--- config.mk ---
export PLATFORM = sky130hd
export DESIGN_NAME = ram_burst_master
export DESIGN_NICKNAME = d
export VERILOG_FILES = /design/src/rtl/ram_burst_pkg.sv /design/src/rtl/ram_burst_rdbuf.sv /design/src/rtl/ram_burst_master.sv
export SDC_FILE = /design/constraint.sdc
export NUM_CORES = 1
export LEC_CHECK = 0
export ABC_CLOCK_PERIOD_IN_PS = 8200
export CORE_UTILIZATION = 45
export DETAILED_ROUTE_END_ITERATION = 6
export PLACE_DENSITY = 0.75
export SETUP_SLACK_MARGIN = 0.2
export SYNTH_ARGS = -nofsm -noshare
export SYNTH_HDL_FRONTEND = slang
export SYNTH_SLANG_ARGS = --single-unit
--- constraint.sdc ---
create_clock -name clock -period 8.2 [get_ports clock]
set_input_delay 1.64 -clock clock [delete_from_list [all_inputs] [get_ports clock]]
set_output_delay 1.64 -clock clock [all_outputs]
set_load 0.01 [all_outputs]
--- src/rtl/ram_burst_pkg.sv ---
// Shared types and constants for the RAM burst master and its read buffer.
package ram_burst_pkg;

  localparam int DEF_DATA_WIDTH = 8;
  localparam int DEF_ADDR_WIDTH = 6;

  // Read buffer depth and the width needed to count 0..RDBUF_DEPTH entries.
  localparam int RDBUF_DEPTH = 2;
  localparam int RDBUF_CW    = $clog2(RDBUF_DEPTH + 1);

  typedef enum logic [2:0] {
    IDLE,
    WRITE,
    WFLUSH,
    READ,
    RDRAIN
  } state_e;

endpackage

--- src/rtl/ram_burst_rdbuf.sv ---
// Small synchronous FIFO holding RAM read data until the downstream consumer
// takes it. Push and pop may happen in the same cycle.
module ram_burst_rdbuf
  import ram_burst_pkg::*;
#(
  parameter int WIDTH = DEF_DATA_WIDTH
) (
  input  logic                clock,
  input  logic                reset,
  input  logic                push_i,
  input  logic [WIDTH-1:0]    data_i,
  input  logic                pop_i,
  output logic [WIDTH-1:0]    head_o,
  output logic [RDBUF_CW-1:0] count_o
);

  localparam int PTR_W = (RDBUF_DEPTH > 1) ? $clog2(RDBUF_DEPTH) : 1;

  logic [WIDTH-1:0]    mem_q [RDBUF_DEPTH];
  logic [PTR_W-1:0]    rd_ptr_q, wr_ptr_q;
  logic [RDBUF_CW-1:0] count_q;
  logic                push_en, pop_en;

  // Popping an empty buffer is a no-op; a push into a full buffer is only
  // honoured when a pop frees a slot in the same cycle.
  assign pop_en  = pop_i && (count_q != '0);
  assign push_en = push_i && ((count_q != RDBUF_CW'(RDBUF_DEPTH)) || pop_en);

  assign head_o  = mem_q[rd_ptr_q];
  assign count_o = count_q;

  // Storage, pointers and occupancy count.
  always_ff @(posedge clock) begin
    if (reset) begin
      // NOTE: the storage is only two words, so it is cleared on reset to give
      // rd_data a defined zero value; larger memories would not be reset.
      for (int i = 0; i < RDBUF_DEPTH; i++) mem_q[i] <= '0;
      rd_ptr_q <= '0;
      wr_ptr_q <= '0;
      count_q  <= '0;
    end else begin
      // NOTE: every register here uses <= so all updates see the values from
      // before this edge, independent of statement order.
      if (push_en) begin
        mem_q[wr_ptr_q] <= data_i;
        wr_ptr_q <= (wr_ptr_q == PTR_W'(RDBUF_DEPTH - 1)) ? '0 : wr_ptr_q + 1'b1;
      end
      if (pop_en) begin
        rd_ptr_q <= (rd_ptr_q == PTR_W'(RDBUF_DEPTH - 1)) ? '0 : rd_ptr_q + 1'b1;
      end
      count_q <= count_q + RDBUF_CW'(push_en) - RDBUF_CW'(pop_en);
    end
  end

endmodule

--- src/rtl/ram_burst_master.sv ---
// Burst initiator for a dual-port synchronous RAM: turns write/read burst
// commands into RAM write-port and read-port cycles with valid/ready streams.
module ram_burst_master
  import ram_burst_pkg::*;
#(
  parameter int DATA_WIDTH = DEF_DATA_WIDTH,
  parameter int ADDR_WIDTH = DEF_ADDR_WIDTH
) (
  input  logic                  clock,
  input  logic                  reset,
  input  logic                  cmd_valid,
  output logic                  cmd_ready,
  input  logic                  cmd_write,
  input  logic [ADDR_WIDTH-1:0] cmd_addr,
  input  logic [ADDR_WIDTH-1:0] cmd_len,
  input  logic                  wr_valid,
  output logic                  wr_ready,
  input  logic [DATA_WIDTH-1:0] wr_data,
  output logic                  rd_valid,
  input  logic                  rd_ready,
  output logic [DATA_WIDTH-1:0] rd_data,
  output logic                  busy,
  output logic [DATA_WIDTH-1:0] ram_data,
  output logic [ADDR_WIDTH-1:0] ram_write_addr,
  output logic                  ram_we,
  output logic [ADDR_WIDTH-1:0] ram_read_addr,
  input  logic [DATA_WIDTH-1:0] ram_q
);

  localparam int OCC_W = RDBUF_CW + 1;

  state_e                state_q, state_d;
  logic [ADDR_WIDTH-1:0] addr_q;        // next RAM address of the burst
  logic [ADDR_WIDTH-1:0] beats_q;       // beats remaining minus one
  logic                  inflight_q;    // a read was issued last cycle
  logic                  ram_we_q;
  logic [DATA_WIDTH-1:0] ram_data_q;
  logic [ADDR_WIDTH-1:0] ram_waddr_q;

  logic                  cmd_fire, wr_fire, rd_pop, issue, last_beat;
  logic [RDBUF_CW-1:0]   buf_count;
  logic [OCC_W-1:0]      occupancy;

  assign last_beat = (beats_q == '0);

  // State register.
  always_ff @(posedge clock) begin
    if (reset) state_q <= IDLE;
    else       state_q <= state_d;
  end

  // Next-state logic.
  always_comb begin
    // NOTE: the default assignment first means every path assigns state_d,
    // so no latch is inferred.
    state_d = state_q;
    case (state_q)
      IDLE:    if (cmd_fire) state_d = cmd_write ? WRITE : READ;
      WRITE:   if (wr_fire && last_beat) state_d = WFLUSH;
      WFLUSH:  state_d = IDLE;
      READ:    if (issue && last_beat) state_d = RDRAIN;
      RDRAIN:  if (!inflight_q && (buf_count == '0)) state_d = IDLE;
      default: state_d = IDLE;
    endcase
  end

  // Handshakes, read issue decision and RAM-facing outputs.
  always_comb begin
    cmd_ready = (state_q == IDLE);
    wr_ready  = (state_q == WRITE);
    busy      = (state_q != IDLE);
    rd_valid  = (buf_count != '0);
    cmd_fire  = cmd_valid && cmd_ready;
    wr_fire   = wr_valid && wr_ready;
    rd_pop    = rd_valid && rd_ready;
    // Buffer slots that will be taken once this cycle's pop and the
    // in-flight RAM read settle; a new read may go out only if one is free.
    // Counting the pop keeps reads at one per cycle while draining.
    occupancy = OCC_W'(buf_count) + OCC_W'(inflight_q) - OCC_W'(rd_pop);
    issue     = (state_q == READ) && (occupancy < OCC_W'(RDBUF_DEPTH));
    // The RAM registers the read address, so presenting the counter directly
    // lands the data on ram_q one cycle after the issue cycle.
    ram_read_addr  = addr_q;
    ram_we         = ram_we_q;
    ram_data       = ram_data_q;
    ram_write_addr = ram_waddr_q;
  end

  // Burst counters and the registered RAM write port.
  always_ff @(posedge clock) begin
    if (reset) begin
      addr_q      <= '0;
      beats_q     <= '0;
      inflight_q  <= 1'b0;
      ram_we_q    <= 1'b0;
      ram_data_q  <= '0;
      ram_waddr_q <= '0;
    end else begin
      ram_we_q   <= wr_fire;
      inflight_q <= issue;
      if (cmd_fire) begin
        addr_q  <= cmd_addr;
        beats_q <= cmd_len;
      end else if (wr_fire || issue) begin
        addr_q  <= addr_q + 1'b1;   // wraps modulo the RAM depth
        beats_q <= beats_q - 1'b1;
      end
      if (wr_fire) begin
        ram_data_q  <= wr_data;
        ram_waddr_q <= addr_q;
      end
    end
  end

  ram_burst_rdbuf #(
    .WIDTH (DATA_WIDTH)
  ) u_rdbuf (
    .clock   (clock),
    .reset   (reset),
    .push_i  (inflight_q),
    .data_i  (ram_q),
    .pop_i   (rd_pop),
    .head_o  (rd_data),
    .count_o (buf_count)
  );

endmodule

==> results_dict.tcl, run 1 <==
set metrics [dict create \
    status "finished, final reports clean" \
    fill_cells 432 \
    setup.worst_path.start "rd_ready" \
    syn_area_um2 2350 \
    wirelength_um 4870 \
    cts_tree "done" \
    place_congestion 0.764 \
    synthCells 244 \
    p_clk_frac 0.162 \
    pwr-share-comb 0.418 \
    cts_resized 0 \
    die_area_um2 5510 \
    routed_via_density 5.04 \
    leakage_nw 1.14 \
    n_antenna_cell 0 \
    finalSetupViolations 0 \
    grt_pass1_wl_um 8090 \
    critPathKind "in2reg" \
    worstSkewPairLatency_ns 0.30 \
    drtAntennaViolNets 0 \
    synth_seq_area_share 0.512 \
    drc 0 \
    syn_nets 284 \
    multi_input_area_um2 1060 \
    cts_max_level 2 \
    drive_gt1_frac 0.0809 \
    cts_buffer_depth 2 \
    synth-warning-count 0 \
    die_w_um 74.2 \
    cp_data_arrival_time_ns 4.42 \
    synth-seq-cells 52 \
    p_per_area_nw_per_um2 276 \
    gr-total-overflow 0 \
    relSlewSlack 0.435 \
    reg2reg_from "u_rdbuf.count_o[1]" \
    critical_path.top_delay_family "simple AND/OR/NAND/NOR gates" \
    final_nets 348 \
    power.switching_uw 310 \
    hold_start "ram_write_addr[2]" \
    regArea_um2 1200 \
    finalHoldViolations 0 \
    antenna_found_initial 0 \
    slowest_delay_ns 0.55 \
    crit_fanout 12 \
    wl_per_cell_um 13.0 \
    cp_num_buf_inv 2 \
    core-area_um2 4880 \
    yosys.area.top_type "dfxtp_1" \
    start_util 0.481 \
    cts_made_buffers 5 \
    fin_setup_tns_ns 0 \
    vias 1896 \
    post-cts-setup-buffers 0 \
    min_period_ns 4.20 \
    report.final.slew_viol_count 0 \
    die_h_um 74.2 \
    dp_hpwl_um 3520 \
    path_cells "clkdlybuf4s50_1, and2_1, ha_1, inv_1, nand2_1, fa_1, xnor2_1, a31oi_2, or4_1, a311oi_1" \
    rsz0062_at_grt "no" \
    synth_cell_types 42 \
    pin_count 67 \
    clock-root-buffer "clkbuf_8" \
    worstPathRequired_ns 8.42 \
    clkTransAtPathRegs_ns 0.09 \
    synth_top_cell_area_share 0.307 \
    hold_buffers 0 \
    cts.sinks 52 \
    p_seq_frac 0.420 \
    swShare 0.356 \
    holdWs_ns 0.456 \
    syn2layout_area_growth_pct 34.3 \
    p_int_uw 560 \
    start_kind "input port" \
    fin_skew_ns 0.00792 \
    slowest_stage "or4_1" \
    dr.pass1.iters 4 \
    grt_max_degree 41 \
    grt_use_total 0.196 \
    hold_path_class "reg2reg" \
    ys_top_cells_by_area "dfxtp_1 31%, edfxtp_1 20%, nand2_1 5.8%, and2_1 4.8%, mux2_2 4.3%" \
    end_kind "flip-flop" \
    maxCapViolations 0 \
    synth_area_per_cell_um2 9.61 \
    grt_pass1_vias 1784 \
    port_buffers 66 \
    fp-row-count 25 \
    worst_pin_slew_ns 0.846 \
    finalCritPeriodShare 0.512 \
    drt_iter0_drc 85 \
    vdd_ir_drop_max_uv 185 \
    fmax_mhz 238 \
]
[worst reg2reg max path, delay by kind of cell (launching register included)]
kind	cells	cell delay, ns
AO/OA/AOI/OAI	2	0.52
XOR/XNOR	1	0.31
adder cells (fa/ha/maj)	2	0.64
buffers and inverters	1	0.07
flip-flops	1	0.37
AND/OR/NAND/NOR	4	1.12
[sequential cells by signal, indices dropped and copies added (netlist names), named ones only]
name	flops
u_rdbuf.rd_ptr_q	1
ram_we	1
u_rdbuf.wr_ptr_q	1
u_rdbuf.count_o	2
inflight_q	1
ram_data	8
ram_write_addr	6
beats_q	6
state_q	3
u_rdbuf.mem_q	16
ram_read_addr	6
[stage by stage]
stage | util | total power, mW | std cells | area, um^2 | worst slack [ns]
6_report | 0.646 | 0.870 | 376 | 3150 | 4.00
5_1_grt | 0.646 | 0.935 | 376 | 3150 | 3.70
4_1_cts | 0.646 | 0.877 | 376 | 3150 | 3.99
3_5_place_dp | 0.628 | 0.736 | 368 | 3070 | 3.68
3_3_place_gp | 0.628 | 0.732 | 368 | 3070 | 3.75
2_1_floorplan | - | 0.586 | 244 | 2350 | 4.44
[logic make-up after synthesis]
group	count (synthesis)	synth area share
simple gates	104	0.223
flops	52	0.512
compound gates	44	0.126
buf+inv	23	0.0384
mux	9	0.0432
xor+xnor	6	0.0224
fa+ha+maj	6	0.0352
[synthesized netlist by cell type (all sizes together)]
cell type and number:
a2111oi 1, a211oi 2, a21boi 1, a21oi 15
a311oi 6, a31o 2, a31oi 3, a41oi 1
and2 18, and3 1, and3b 1, buf 3
clkbuf 8, dfxtp 36, edfxtp 16, fa 1
ha 5, inv 12, mux2 9, nand2 36
nand2b 2, nand3 5, nand3b 4, nand4 1
nor2 19, nor2b 1, nor3 3, nor3b 3
nor4 1, nor4bb 1, o21ai 7, o21bai 2
o22a 1, o311a 1, o31ai 2, or2 2
or3 4, or4 1, or4b 1, xnor2 5
xor2 1
[layer usage]
metal / vias to the layer above / track usage / share of wire
met1: 863 / 0.255 / 0.46
li1: 971 / - / -
met4: 0 / 0.0662 / 0.017
met2: 55 / 0.321 / 0.47
met3: 7 / 0.0461 / 0.053
met5: - / 0 / 0
[cell type report]
type                            instances  share of cell area
Multi-Input combinational cell        169               0.337
Inverter                               12              0.0143
Tap cell                               67              0.0266
Timing Repair Buffer                   68               0.214
Clock buffer                            6              0.0230
Sequential cell                        52               0.381
Clock inverter                          2             0.00397
[placed cells by master, fill, tap and decap left out, types with 2 or more instances in the layout]
master,n
clkbuf_8,5
o31ai_1,2
inv_1,12
ha_1,5
nand3_1,5
nor3_1,3
clkdlybuf4s50_1,66
nand3b_1,4
a21oi_1,15
o21bai_1,2
buf_4,2
a31oi_1,2
nand2b_1,2
and2_1,18
nor3b_1,3
nand2_1,36
a31o_2,2
dfxtp_1,36
a211oi_1,2
or2_2,2
a311oi_1,6
edfxtp_1,16
or3_1,4
o21ai_0,7
nor2_1,19
mux2_2,9
xnor2_1,5
[power groups by stage]
stage                     clock, mW  combinational (mW)  sequential [mW]
final                         0.141               0.364            0.365
after global routing          0.153               0.408            0.374
after CTS                     0.144               0.367            0.366
after detailed placement          0               0.365            0.372
after global placement            0               0.361            0.371
after floorplan                   0               0.224            0.362
[final timing paths]
check	endpoint	slack (ns)	cells past startpoint
max	ram_read_addr[5]	4.00	10
min	ram_write_addr[2]	0.46	2
max reg2reg	ram_read_addr[5]	5.08	10
min reg2reg	ram_write_addr[2]	0.46	2
(Power assumes the default switching activity.)
==> inputs of run 2 (changes only) <==
ABC_CLOCK_PERIOD_IN_PS = 4000   (was 8200)
clock period = 4 ns   (was 8.2 ns; I/O delays follow)
==> run 2 against run 1 <==
Compared with the run above: power up 110%; final cell count stayed put; clock skew decreased by 0.0031 ns; critical path depth is the same; largest power group is now combinational logic; clock power grew 100%; first-iteration DRC count down 2.4%; sequential cell count unchanged; via count increased by 2.0%; register-to-register slack worse by 4.2 ns; final area barely moved; combinational power is 110% higher.
==> results_dict.tcl, run 2 (synthesis gave the netlist of run 1 again) <==
set metrics [dict create \
    status "finished, final reports clean" \
    fmax_mhz 296 \
    report.final.slew_viol_count 0 \
    rsz0062_at_grt "no" \
    final_nets 348 \
    cts_tree "done" \
    critical_path.top_delay_family "simple AND/OR/NAND/NOR gates" \
    hold_buffers 0 \
    power.switching_uw 640 \
    mostFrequentLayoutCell "clkdlybuf4s50_1" \
    vdd_ir_drop_max_uv 515 \
    wirelength_um 5040 \
    p_per_area_nw_per_um2 568 \
    cp_num_buf_inv 2 \
    dp_slack_ns 0.312 \
    worst_pin_slew_ns 0.833 \
    drtAntennaViolNets 0 \
    grt_max_degree 40 \
    fp-row-count 25 \
    holdWs_ns 0.455 \
    slowest_delay_ns 0.55 \
    fin_skew_ns 0.00484 \
    pwr-share-comb 0.422 \
    p_seq_frac 0.420 \
    post-cts-setup-buffers 0 \
    gr-total-overflow 0 \
    end_kind "flip-flop" \
    drive_gt1_frac 0.0777 \
    utilization 0.646 \
    dp_hpwl_um 3570 \
    clock-root-buffer "clkbuf_8" \
    crit_fanout 12 \
    final_cell_mix "66 x clkdlybuf4s50_1, 36 x nand2_1, 36 x dfxtp_1, 19 x nor2_1, 18 x and2_1" \
    path_cells "clkdlybuf4s50_1, and2_1, ha_1, inv_1, nand2_1, fa_1, xnor2_1, a31oi_2, or4_1, a311oi_1" \
    start_kind "input port" \
    vias 1934 \
    min_period_ns 3.38 \
    worstPathRequired_ns 4.21 \
    dr.pass1.iters 4 \
    finalCritPeriodShare 0.844 \
    drt_iter0_drc 83 \
    relSlewSlack 0.444 \
    cts_made_buffers 5 \
    drc 0 \
    place_congestion 0.769 \
    p_int_mw 1.15 \
    cts_buffer_depth 2 \
    cp_data_arrival_time_ns 3.59 \
    maxCapViolations 0 \
    port_buffers 66 \
    p_clk_frac 0.158 \
    fin_setup_tns_ns 0 \
    antenna_found_initial 0 \
    routed_via_density 5.14 \
    pin_count 67 \
    largest_register "u_rdbuf.mem_q" \
    clkTransAtPathRegs_ns 0.09 \
    critPathKind "in2reg" \
    grt_pass1_vias 1767 \
    grt_pass1_wl_um 7990 \
    die_area_um2 5510 \
    worstSkewPairLatency_ns 0.30 \
    cts_resized 0 \
    cts_max_level 2 \
    start_util 0.481 \
    finalSetupViolations 0 \
    cts.sinks 52 \
    syn2layout_area_growth_pct 34.3 \
    grt_use_total 0.195 \
    wl_per_cell_um 13.4 \
    worst_slack_ns 0.625 \
    total_power_mw 1.79 \
    leakage_nw 1.14 \
    die_h_um 74.2 \
    die_w_um 74.2 \
    swShare 0.358 \
    finalHoldViolations 0 \
    n_antenna_cell 0 \
    slowest_stage "or4_1" \
    core-area_um2 4880 \
    hold_path_class "reg2reg" \
    largest_reg_flops 16 \
]
run 2: changes by cell type in the layout (fill, tap and decap cells not counted):
cell | previous run | this run
clkinv_1 | 0 | 1
clkinv_2 | 1 | 0
run 2: area by class of cell:
type | instances | area [um^2]
clock buffer | 6 | 72.6
clock inverter | 2 | 11.3
sequential | 52 | 1200
inverter | 12 | 45.0
tap | 67 | 83.8
fill | 424 | 1730
timing repair buffer | 68 | 676
multi-input combinational | 169 | 1060
run 2: power groups by stage:
stage | Sequential, mW | Clock [mW] | Combinational [mW]
after global routing | 0.769 | 0.311 | 0.830
after CTS | 0.752 | 0.288 | 0.760
after floorplan | 0.743 | 0 | 0.458
after detailed placement | 0.763 | 0 | 0.752
final | 0.750 | 0.283 | 0.755
after global placement | 0.760 | 0 | 0.738
run 2: worst paths after layout:
kind                            from               end  slack [ns]  cells past startpoint
setup reg to reg  u_rdbuf.count_o[1]  ram_read_addr[5]        0.86                     10
hold / removal           ram_data[0]       ram_data[0]        0.45                      2
hold reg to reg          ram_data[0]       ram_data[0]        0.45                      2
setup / recovery            rd_ready  ram_read_addr[5]        0.62                     10
run 2: worst register-to-register path, cell delays in order (launching register included):
cell	delay, ns
dfxtp_1	0.37
or2_2	0.32
and2_1	0.20
ha_1	0.28
inv_1	0.07
nand2_1	0.06
fa_1	0.37
xnor2_1	0.32
a31oi_2	0.27
or4_1	0.55
a311oi_1	0.25
run 2: through the flow:
stage,instances,cell area (um^2)
final,376,3150
after global routing,376,3150
after CTS,376,3150
after global placement,368,3070
after floorplan,244,2350
after detailed placement,368,3070
run 2: metal layers:
metal | vias to the layer above | global-route usage | part of all wire
met5 | - | 0 | 0
met4 | 0 | 0.0876 | 0.025
met3 | 11 | 0.0434 | 0.049
met2 | 53 | 0.317 | 0.49
met1 | 894 | 0.248 | 0.44
li1 | 976 | - | -
==> RTL change: new RTL, config.mk and constraints of run 1 <==
The package constant `DEF_ADDR_WIDTH` goes from 6 to 7.
--- a/src/rtl/ram_burst_pkg.sv
+++ b/src/rtl/ram_burst_pkg.sv
@@ -2,7 +2,7 @@
 package ram_burst_pkg;
 
   localparam int DEF_DATA_WIDTH = 8;
-  localparam int DEF_ADDR_WIDTH = 6;
+  localparam int DEF_ADDR_WIDTH = 7;
 
   // Read buffer depth and the width needed to count 0..RDBUF_DEPTH entries.
   localparam int RDBUF_DEPTH = 2;
Interface: changed (resized cmd_addr, cmd_len, ram_read_addr and ram_write_addr); port bits go from 67 to 71. The function was not compared with the original's and may differ.
==> RTL change against run 1 <==
Sequential cell count is 3 higher. Total power shrank 3.9%. Sequential share of layout area is 1.3 points lower. Routed wire length increased by 14%. Final area rose by 8.6%. Worst setup slack lost 0.19 ns. Synthesized area rose by 10%. Clock skew barely moved. Critical endpoint is now beats_q[5]. Largest power group unchanged.
==> RTL change: results (changes against run 1) <==
metric;value;unit;change
drv_slew;0;;unchanged
ys_types;45;;+7.1%
firstDrtPassIters;4;;unchanged
post-cts-setup-buffers;0;;unchanged
wl_per_cell;13.6;um;+4.7%
synth_ff_type;dfxtp_1;;
grtUsageTotal;19.0;%;-0.53 points
grt_pass1_vias;1978;;+11%
outcome;finished, final reports clean;;
clk-insertion-delay-late;0.30;ns;about the same
ys_top_cells_by_count;nand2_1, dfxtp_1, a21oi_1;;
root_buffer;clkbuf_8;;
tightest_slew;0.831;ns;-0.0152 ns
final_nets;377;;+8.3%
nFillCells;490;;+13%
worst_path_max_delay_cell;or4_1;;
top_register;u_rdbuf.mem_q;;
synth-async-reset-ratio;0;%;unchanged
dpl.hpwl;3880;um;+10%
cts_buffers;5;;unchanged
port-buffer-count;70;;+6.1%
drt-initial-drc-count;66;;-22%
synth_edf_count;16;;unchanged
yosysSeqAreaShare;48.9;%;-2.3 points
cp_data_arrival_time;4.58;ns;+0.16 ns
antenna_found_initial;0;;unchanged
ctsResizeCount;0;;unchanged
ant_nets;0;;unchanged
yosysWarnings;0;;unchanged
cts-htree-levels;2;;unchanged
synthTopCellsByArea;dfxtp_1, edfxtp_1, nand2_1;;
clk_pin_slew;0.08;ns;
largest_reg_flops;16;;unchanged
diodes;0;;unchanged
vias;2132;;+12%
cp_max_fo;17;;+5
cts_buffer_depth;2;;unchanged
drive_gt1_share;7.14;%;-0.95 points
cp_top_family;simple AND/OR/NAND/NOR gates;;
dpl_worst_slack;3.55;ns;-0.126 ns
power_leakage;1.23;nW;+7.9%
hold_class;reg -> reg;;
max_stage_delay;0.54;ns;
setup_viol;0;;unchanged
gp_congestion;0.825;;+8.0%
syn-num-nets;314;;+11%
peakVddDrop;0.000117;V;-37%
grt_max_degree;44;;+7.3%
grt_pass1_wl;9150;um;+13%
fin_skew;0.00827;ns;+0.000347 ns
RTL change: cell types whose count changed after synthesis, moves of 4 or more:
cell	change
and2_1	+4
o22ai_1	+4
nand2_1	+7
nor2_1	-8
o211ai_1	+5
a21oi_1	+9
RTL change: area by class of cell:
type / instances / area [um2] / area share, %
clock buffers: 7 / 76.3 / 2.23
clock inverters: 1 / 30.0 / 0.877
well taps: 72 / 90.1 / 2.63
multi-input cells: 189 / 1200 / 35.2
inverters: 12 / 45.0 / 1.32
repair buffers: 72 / 716 / 20.9
flip-flops and latches: 55 / 1260 / 36.8
RTL change: per-layer routing:
| metal | vias up | global-route usage (%) | wire length [um] |
|---|---|---|---|
| li1 | 1090 | - | - |
| met1 | 992 | 25.0 | 2680 |
| met2 | 45 | 31.9 | 2610 |
| met3 | 5 | 3.88 | 208 |
| met4 | 0 | 4.72 | 40 |
| met5 | - | 0 | 0 |
RTL change: per-stage QoR:
stage / hold WS (ns) / util, % / cell area, um2 / cells
global route: 0.482 / 62.2 / 3420 / 408
floorplan: 0.474 / - / 2580 / 272
CTS: 0.459 / 62.2 / 3420 / 408
finish: 0.456 / 62.2 / 3420 / 408
global placement: 0.442 / 60.2 / 3320 / 400
detailed placement: 0.446 / 60.2 / 3320 / 400
RTL change: final timing paths:
kind	from	to	slack [ns]	cells past startpoint
min	ram_write_addr[0]	ram_write_addr[0]	0.46	2
max reg2reg	u_rdbuf.count_o[1]	beats_q[5]	4.88	10
min reg2reg	ram_write_addr[0]	ram_write_addr[0]	0.46	2
max	rd_ready	beats_q[5]	3.82	10
RTL change: power breakdown:
| part | leakage (nW) | switching (mW) | internal, mW |
|---|---|---|---|
| Clock | 0.0524 | 0.0818 | 0.0915 |
| Combinational | 0.692 | 0.150 | 0.156 |
| Sequential | 0.483 | 0.0407 | 0.316 |
RTL change: kinds of logic after synthesis:
| logic type | Yosys count | synth area share [%] |
|---|---|---|
| compound gates | 56 | 14.9 |
| xor+xnor | 6 | 2.04 |
| fa+ha+maj | 6 | 3.20 |
| buf+inv | 28 | 4.41 |
| flops | 55 | 48.9 |
| mux | 8 | 3.49 |
| simple gates | 113 | 23.0 |
RTL change: worst min-delay path, delay by kind of cell (launching register included):
family           cells  cell delay (ns)
flip-flops           1             0.32
AO/OA/AOI/OAI        1             0.05
AND/OR/NAND/NOR      1             0.05
